<file path="src/rtl/wfi_wake_injector.sv">
// wfi_wake_injector: stimulus block that wakes a core out of WFI.
//
// Each WFI rising edge (with enable high) arms a pseudo-random delay taken
// from a free-running 16-bit Galois LFSR. The block then raises one of the
// machine interrupt lines (ext/timer/software) and holds it until the core
// leaves WFI and software acknowledges, or until a bounded hold expires.
// Cores that never leave WFI are flagged through the sticky timeout_err.
//
// Optional build macro: WFI_INJ_LATENCY_EN
//   When defined, adds output max_wake_latency[15:0], the largest number of
//   cycles seen between interrupt assertion and the core dropping wfi.
//   When undefined, that port, its counter and its comparator are absent.

module wfi_wake_injector #(
    parameter int unsigned MIN_DELAY   = 4,        // minimum rise-to-assert delay
    parameter logic [7:0]  DELAY_MASK  = 8'h3F,    // mask on LFSR for extra delay
    parameter int unsigned HOLD_CYCLES = 16,       // max hold after wake with no ack
    parameter int unsigned TIMEOUT     = 1000,     // assert cycles before timeout_err
    parameter logic [15:0] SEED        = 16'hACE1  // LFSR reset value, nonzero
) (
    input  logic        clock,
    input  logic        reset_n,
    input  logic        enable,
    input  logic        wfi,
    input  logic [1:0]  line_sel,
    input  logic        int_ack,
    output logic        ext_int,
    output logic        timer_int,
    output logic        sw_int,
    output logic        busy,
    output logic [31:0] wake_count,
    output logic [15:0] early_wake_count,
    output logic        timeout_err
`ifdef WFI_INJ_LATENCY_EN
    ,
    output logic [15:0] max_wake_latency
`endif
);

    // Counter widths sized from the parameters so comparisons stay exact.
    localparam int DLY_W  = $clog2(MIN_DELAY + 256) + 1;
    localparam int TCNT_W = $clog2(TIMEOUT + 1);
    localparam int HCNT_W = $clog2(HOLD_CYCLES + 1);

    // Galois feedback mask for x^16 + x^14 + x^13 + x^11 (right-shifting form).
    localparam logic [15:0] LFSR_TAPS = 16'hB400;

    typedef enum logic [1:0] {
        S_IDLE   = 2'd0,  // waiting for an armed WFI rise
        S_DELAY  = 2'd1,  // counting down the random delay
        S_ASSERT = 2'd2,  // line driven, waiting for the core to wake
        S_HOLD   = 2'd3   // line still driven, waiting for ack or hold expiry
    } state_e;

    state_e              state_q, state_d;
    logic [15:0]         lfsr_q, lfsr_d;
    logic                wfi_q, wfi_d;
    logic [DLY_W-1:0]    dly_q, dly_d;
    logic [1:0]          sel_q, sel_d;
    logic [TCNT_W-1:0]   tcnt_q, tcnt_d;
    logic [HCNT_W-1:0]   hcnt_q, hcnt_d;
    logic                ack_pend_q, ack_pend_d;
    logic [2:0]          line_q, line_d;       // {sw, timer, ext}
    logic                busy_q, busy_d;
    logic [31:0]         wake_count_q, wake_count_d;
    logic [15:0]         early_q, early_d;
    logic                timeout_q, timeout_d;
`ifdef WFI_INJ_LATENCY_EN
    logic [15:0]         lat_q, lat_d;
    logic [15:0]         max_lat_q, max_lat_d;
    logic [15:0]         lat_now;
`endif

    logic                wfi_rise;
    logic [1:0]          rand_sel;
    logic [DLY_W-1:0]    dly_load;

    assign wfi_rise = wfi & ~wfi_q;

    // LFSR bits [9:8] folded onto 0..2 (value 3 wraps to ext).
    assign rand_sel = (lfsr_q[9:8] == 2'd3) ? 2'd0 : lfsr_q[9:8];

    // Delay loaded on arming: fixed floor plus the masked LFSR low byte.
    assign dly_load = DLY_W'(MIN_DELAY) + DLY_W'(lfsr_q[7:0] & DELAY_MASK);

    // Next-state, counter and registered-output computation.
    // NOTE: every variable written here gets a default first, so no path can
    // leave one unassigned and infer a latch.
    always_comb begin
        state_d      = state_q;
        lfsr_d       = {1'b0, lfsr_q[15:1]} ^ (lfsr_q[0] ? LFSR_TAPS : 16'h0000);
        wfi_d        = wfi;
        dly_d        = dly_q;
        sel_d        = sel_q;
        tcnt_d       = tcnt_q;
        hcnt_d       = hcnt_q;
        ack_pend_d   = ack_pend_q;
        wake_count_d = wake_count_q;
        early_d      = early_q;
        timeout_d    = timeout_q;
`ifdef WFI_INJ_LATENCY_EN
        lat_now      = (lat_q == 16'hFFFF) ? lat_q : lat_q + 16'd1;
        lat_d        = lat_q;
        max_lat_d    = max_lat_q;
`endif

        case (state_q)
            S_IDLE: begin
                if (wfi_rise && enable) begin
                    state_d = S_DELAY;
                    dly_d   = dly_load;
                    sel_d   = (line_sel == 2'd3) ? rand_sel : line_sel;
                end
            end

            S_DELAY: begin
                dly_d = dly_q - DLY_W'(1);
                if (!wfi) begin
                    // Core woke on its own before we injected anything.
                    if (early_q != 16'hFFFF) begin
                        early_d = early_q + 16'd1;
                    end
                    state_d = S_IDLE;
                end else if (dly_q == DLY_W'(1)) begin
                    state_d = S_ASSERT;
                    tcnt_d  = '0;
`ifdef WFI_INJ_LATENCY_EN
                    lat_d   = '0;
`endif
                end
            end

            S_ASSERT: begin
                if (!wfi) begin
                    wake_count_d = wake_count_q + 32'd1;
                    tcnt_d       = '0;
                    hcnt_d       = '0;
                    // An ack coinciding with the wake is remembered and
                    // released on the first HOLD cycle.
                    ack_pend_d   = int_ack;
                    state_d      = S_HOLD;
`ifdef WFI_INJ_LATENCY_EN
                    if (lat_now > max_lat_q) begin
                        max_lat_d = lat_now;
                    end
`endif
                end else if (tcnt_q == TCNT_W'(TIMEOUT - 1)) begin
                    // Core never woke: flag it and fall into the bounded hold.
                    timeout_d  = 1'b1;
                    hcnt_d     = '0;
                    ack_pend_d = 1'b0;
                    state_d    = S_HOLD;
                end else begin
                    tcnt_d = tcnt_q + TCNT_W'(1);
`ifdef WFI_INJ_LATENCY_EN
                    lat_d  = lat_now;
`endif
                end
            end

            S_HOLD: begin
                if (int_ack || ack_pend_q || (hcnt_q == HCNT_W'(HOLD_CYCLES - 1))) begin
                    ack_pend_d = 1'b0;
                    state_d    = S_IDLE;
                end else begin
                    hcnt_d = hcnt_q + HCNT_W'(1);
                end
            end

            default: begin
                state_d = S_IDLE;
            end
        endcase

        // Outputs are registered from the next state so they change on the
        // same edge as the FSM; only the selected line can ever be high.
        line_d = 3'b000;
        if ((state_d == S_ASSERT) || (state_d == S_HOLD)) begin
            line_d = 3'b001 << sel_q;
        end
        busy_d = (state_d != S_IDLE);
    end

    // State, LFSR, counters and registered outputs.
    // NOTE: sequential state uses non-blocking assignments so every flop
    // samples the pre-edge values regardless of statement order.
    always_ff @(posedge clock or negedge reset_n) begin
        if (!reset_n) begin
            state_q      <= S_IDLE;
            lfsr_q       <= SEED;
            wfi_q        <= 1'b0;
            dly_q        <= '0;
            sel_q        <= 2'd0;
            tcnt_q       <= '0;
            hcnt_q       <= '0;
            ack_pend_q   <= 1'b0;
            line_q       <= 3'b000;
            busy_q       <= 1'b0;
            wake_count_q <= 32'd0;
            early_q      <= 16'd0;
            timeout_q    <= 1'b0;
`ifdef WFI_INJ_LATENCY_EN
            lat_q        <= 16'd0;
            max_lat_q    <= 16'd0;
`endif
        end else begin
            state_q      <= state_d;
            lfsr_q       <= lfsr_d;
            wfi_q        <= wfi_d;
            dly_q        <= dly_d;
            sel_q        <= sel_d;
            tcnt_q       <= tcnt_d;
            hcnt_q       <= hcnt_d;
            ack_pend_q   <= ack_pend_d;
            line_q       <= line_d;
            busy_q       <= busy_d;
            wake_count_q <= wake_count_d;
            early_q      <= early_d;
            timeout_q    <= timeout_d;
`ifdef WFI_INJ_LATENCY_EN
            lat_q        <= lat_d;
            max_lat_q    <= max_lat_d;
`endif
        end
    end

    assign ext_int          = line_q[0];
    assign timer_int        = line_q[1];
    assign sw_int           = line_q[2];
    assign busy             = busy_q;
    assign wake_count       = wake_count_q;
    assign early_wake_count = early_q;
    assign timeout_err      = timeout_q;
`ifdef WFI_INJ_LATENCY_EN
    assign max_wake_latency = max_lat_q;
`endif

endmodule

</file>
<file path="config.mk">
export PLATFORM = sky130hd
export DESIGN_NAME = wfi_wake_injector
export DESIGN_NICKNAME = d
export VERILOG_FILES = /design/src/rtl/wfi_wake_injector.sv
export SDC_FILE = /design/constraint.sdc
export NUM_CORES = 1
export LEC_CHECK = 0
export ABC_AREA = 1
export BUFFER_PORTS_ARGS = -buffer_cell sky130_fd_sc_hd__buf_2
export CAP_MARGIN = 20
export CORE_ASPECT_RATIO = 1.2
export CORE_MARGIN = 2
export CORE_UTILIZATION = 53
export DETAILED_ROUTE_END_ITERATION = 12
export GPL_ROUTABILITY_DRIVEN = 0
export PLACE_DENSITY = 0.76
export SYNTH_ARGS = -nofsm -noshare
export SYNTH_HDL_FRONTEND = slang
export SYNTH_SLANG_ARGS = --single-unit
</file>
<file path="constraint.sdc">
create_clock -name clock -period 1.63 [get_ports clock]
set_clock_uncertainty 0.1 [all_clocks]
set_input_delay 0.2445 -clock clock [delete_from_list [all_inputs] [get_ports clock]]
set_output_delay 0.2445 -clock clock [all_outputs]
set_load 0.05 [all_outputs]
</file>
==> results.py <==
metrics = {
    "outcome": {
        "status": "finished with violations",
        "violations": "negative setup slack",
    },
    "layout": {
        "post-route-util_pct": 70.4,
        "stdcell_count": 971,
        "area_growth_syn_to_layout_pct": 28.1,
        "final_nets": 855,
        "fin_area_um2": 7080,
        "num-fill-cells": 764,
        "drive_gt1_share_pct": 31.2,
        "num_antenna_cells": 0,
    },
    "synthesis": {
        "ys_types": 36,
        "synth-xor-area-share_pct": 5.37,
        "muxShareOfSynthArea_pct": 0,
        "synth.avg_cell_area_um2": 7.70,
        "synthAdderAreaFrac_pct": 1.81,
        "synth_fp_nets": 732,
        "yosysWarnings": 0,
        "netlist_instances": 717,
        "synth_simple_gate_area_share_pct": 37.2,
        "synth_area_um2": 5520,
        "ys_seq_area_share_pct": 45.5,
        "synth_top_family_by_area": "simple AND/OR/NAND/NOR gates",
        "ys_ff_latch": 100,
        "synth_compound_area_share_pct": 4.37,
    },
    "worst_setup_path": {
        "path_max_fanout": 8,
        "ff2ff_path_depth": 10,
        "r2r-start": "hcnt_q[0]",
        "worstPathArrival_ns": 1.81,
        "r2r_slack_ns": -0.05,
        "crit_type": "reg2reg",
        "rr_endpoint": "hcnt_q[3]",
        "cp.required_ns": 1.76,
        "cp-end-kind": "flip-flop",
        "cp-start-kind": "flip-flop",
    },
    "sta": {
        "setup_slack_ns": -0.0481,
        "fin_crit_sh_pct": 103,
        "fin_tns_setup_ns": -0.464,
        "finalSetupViolations": 18,
        "max_freq_ghz": 0.596,
        "slew_violations": 0,
        "finalHoldViolCount": 0,
        "period_minus_slack_ns": 1.68,
        "worst_pin_slew_ns": 0.483,
        "rsz0062_at_grt": "yes",
        "hold-worst-slack_ns": 0.0724,
        "relSlewSlack_pct": 67.8,
    },
    "worst_hold_path": {
        "worstHoldStart": "line_sel[0]",
        "min_path_type": "in2reg",
        "min_path_cells": 3,
        "hold_end": "sel_q[0]",
    },
    "die": {
        "fp.coreArea_um2": 10100,
        "rows": 40,
        "die_area_um2": 11300,
        "start_util_pct": 54.9,
        "fp.dieH_um": 116,
        "pin_count": 60,
        "die_w_um": 97.2,
    },
    "detailed_routing": {
        "vias_per_cell": 5.23,
        "drc": 0,
        "num_vias": 5082,
        "ant_nets": 0,
        "first_pass_iters": 7,
        "routed_wl_mm": 13.2,
        "drt-initial-drc-count": 243,
        "wl_per_cell_um": 13.6,
    },
    "place": {
        "place_ws_ns": -0.176,
        "dp.cells": 925,
        "dp_hpwl_mm": 9.12,
        "io_buffers": 59,
        "placed_area_um2": 6240,
    },
    "clock_network": {
        "clk_pin_slew_ns": 0.07,
        "ctsHtreeMaxLevel": 3,
        "cts_made_buffers": 9,
        "cts_sinks": 100,
        "cts.path.max_buffers": 2,
        "clk_latency_ns": 0.34,
        "cts_root_buf": "clkbuf_16",
        "cts_tree": "yes",
    },
    "pwr": {
        "ir_worst_vdd_v": 0.000827,
        "leakage_nw": 3.59,
        "power_density_nw_per_um2": 1280,
        "power.total_mw": 9.05,
    },
    "grt": {
        "grt_util_all_layers_pct": 23.2,
        "grt_max_degree": 35,
        "overflow": 0,
        "grt_pass1_wl_mm": 21.4,
        "antenna_found_initial": 0,
        "grt_pass1_vias": 4723,
    },
    "job": {
        "cap_violations": 0,
    },
}
per-layer routing:
| layer | global-route usage, % | part of all wire, % | vias up |
|---|---|---|---|
| met3 | 3.32 | 5.5 | 24 |
| li1 | - | - | 2507 |
| met1 | 29.9 | 42 | 2406 |
| met5 | 0 | 0 | - |
| met4 | 8.92 | 2.2 | 0 |
| met2 | 40.1 | 50 | 145 |
repair_timing:
action | 4_1_cts | 5_1_grt
endpoints found under the setup margin | 23 | 48
resized for setup | 14 | 72
cloned | 0 | 2
hold endpoints to repair | 30 | 0
pin swaps | 11 | 43
hold buffers | 1 | 0
buffers inserted | 5 | 23
cells in the mapped netlist, drive strengths merged:
library cell	number	area (um^2)
nand2	275	1090
o21ai	31	155
a21oi	5	25.0
a22oi	1	7.51
clkbuf	1	3.75
o21bai	1	7.51
nor2	103	504
nand4	14	87.6
dfstp	8	210
o221ai	1	8.76
buf	5	45.0
o211ai	3	22.5
xnor2	16	148
nand3b	14	105
a21o	2	15.0
xor2	17	149
nor3	9	56.3
or2	2	12.5
nand3	37	195
dfrtp	92	2300
inv	72	270
ha	8	100
power breakdown:
group	switching, mW	internal [mW]
combinational	2.25	1.27
sequential	0.312	2.86
clock	0.958	1.40
state kept, by name, summed over array words and instances, names as in the netlist:
register          cells
lfsr_q               16
state_q               2
sel_q                 2
timeout_err           1
busy                  1
tcnt_q               10
dly_q                10
wfi_q                 1
early_wake_count     16
wake_count           32
hcnt_q                5
ack_pend_q            1
line_q                3
area by class of cell:
class	instances	area (um^2)	share of cell area, %
clock buffers	10	239	3.38
clock inverters	6	95.1	1.34
inverters	72	280	3.96
multi-input cells	541	2980	42.1
flip-flops and latches	100	2550	36.0
well taps	126	158	2.23
repair buffers	116	781	11.0
kinds of logic after synthesis:
group	count (synthesis)
xor+xnor	33
flops	100
buf+inv	78
simple gates	454
compound gates	44
fa+ha+maj	8
worst max-delay path by stage:
stage                           endpoint  depth (start not counted)  slack, ns                start
global route                   hcnt_q[2]                         10      -0.14            hcnt_q[0]
finish                         hcnt_q[3]                         10      -0.05            hcnt_q[0]
detailed placement             hcnt_q[2]                         10      -0.18            hcnt_q[0]
floorplan           early_wake_count[14]                         10      -0.12  early_wake_count[1]
global placement               hcnt_q[4]                         10      -0.04            hcnt_q[0]
CTS                            hcnt_q[3]                         10      -0.09            hcnt_q[1]
critical path, cell delays in order, from the launching register on:
cell and delay (ns):
dfrtp_1 0.40, ha_2 0.20, nand2_2 0.08, nor2_2 0.04
ha_2 0.18, nor3_4 0.13, nand2_2 0.11, nand2_4 0.11
nand2_8 0.08, nand2_2 0.07, o21ai_1 0.07
placed cells by master, fill, tap and decap left out, types with 3 or more instances in the layout:
cell,netlist,routed
o211ai_1,3,3
nor2_2,1,10
nand4_1,14,14
xnor2_1,15,15
clkbuf_16,0,9
nand3_2,2,5
a21oi_1,5,4
nor2_4,11,14
nor3_1,8,4
buf_2,2,58
o21ai_0,30,20
nand3_1,35,31
ha_1,8,4
dfrtp_1,92,63
buf_4,0,50
o21ai_1,1,8
dfrtp_2,0,29
xor2_1,17,17
nand2_1,264,239
dfstp_2,8,8
nand3b_1,14,14
nor2_1,89,77
inv_1,66,62
nor3_2,0,3
nand2_2,6,21
buf_6,1,4
o21ai_2,0,3
nand2_4,4,14
inv_2,6,8
ha_2,0,3
buf_12,1,3
Power figures use the tool's default switching activity.
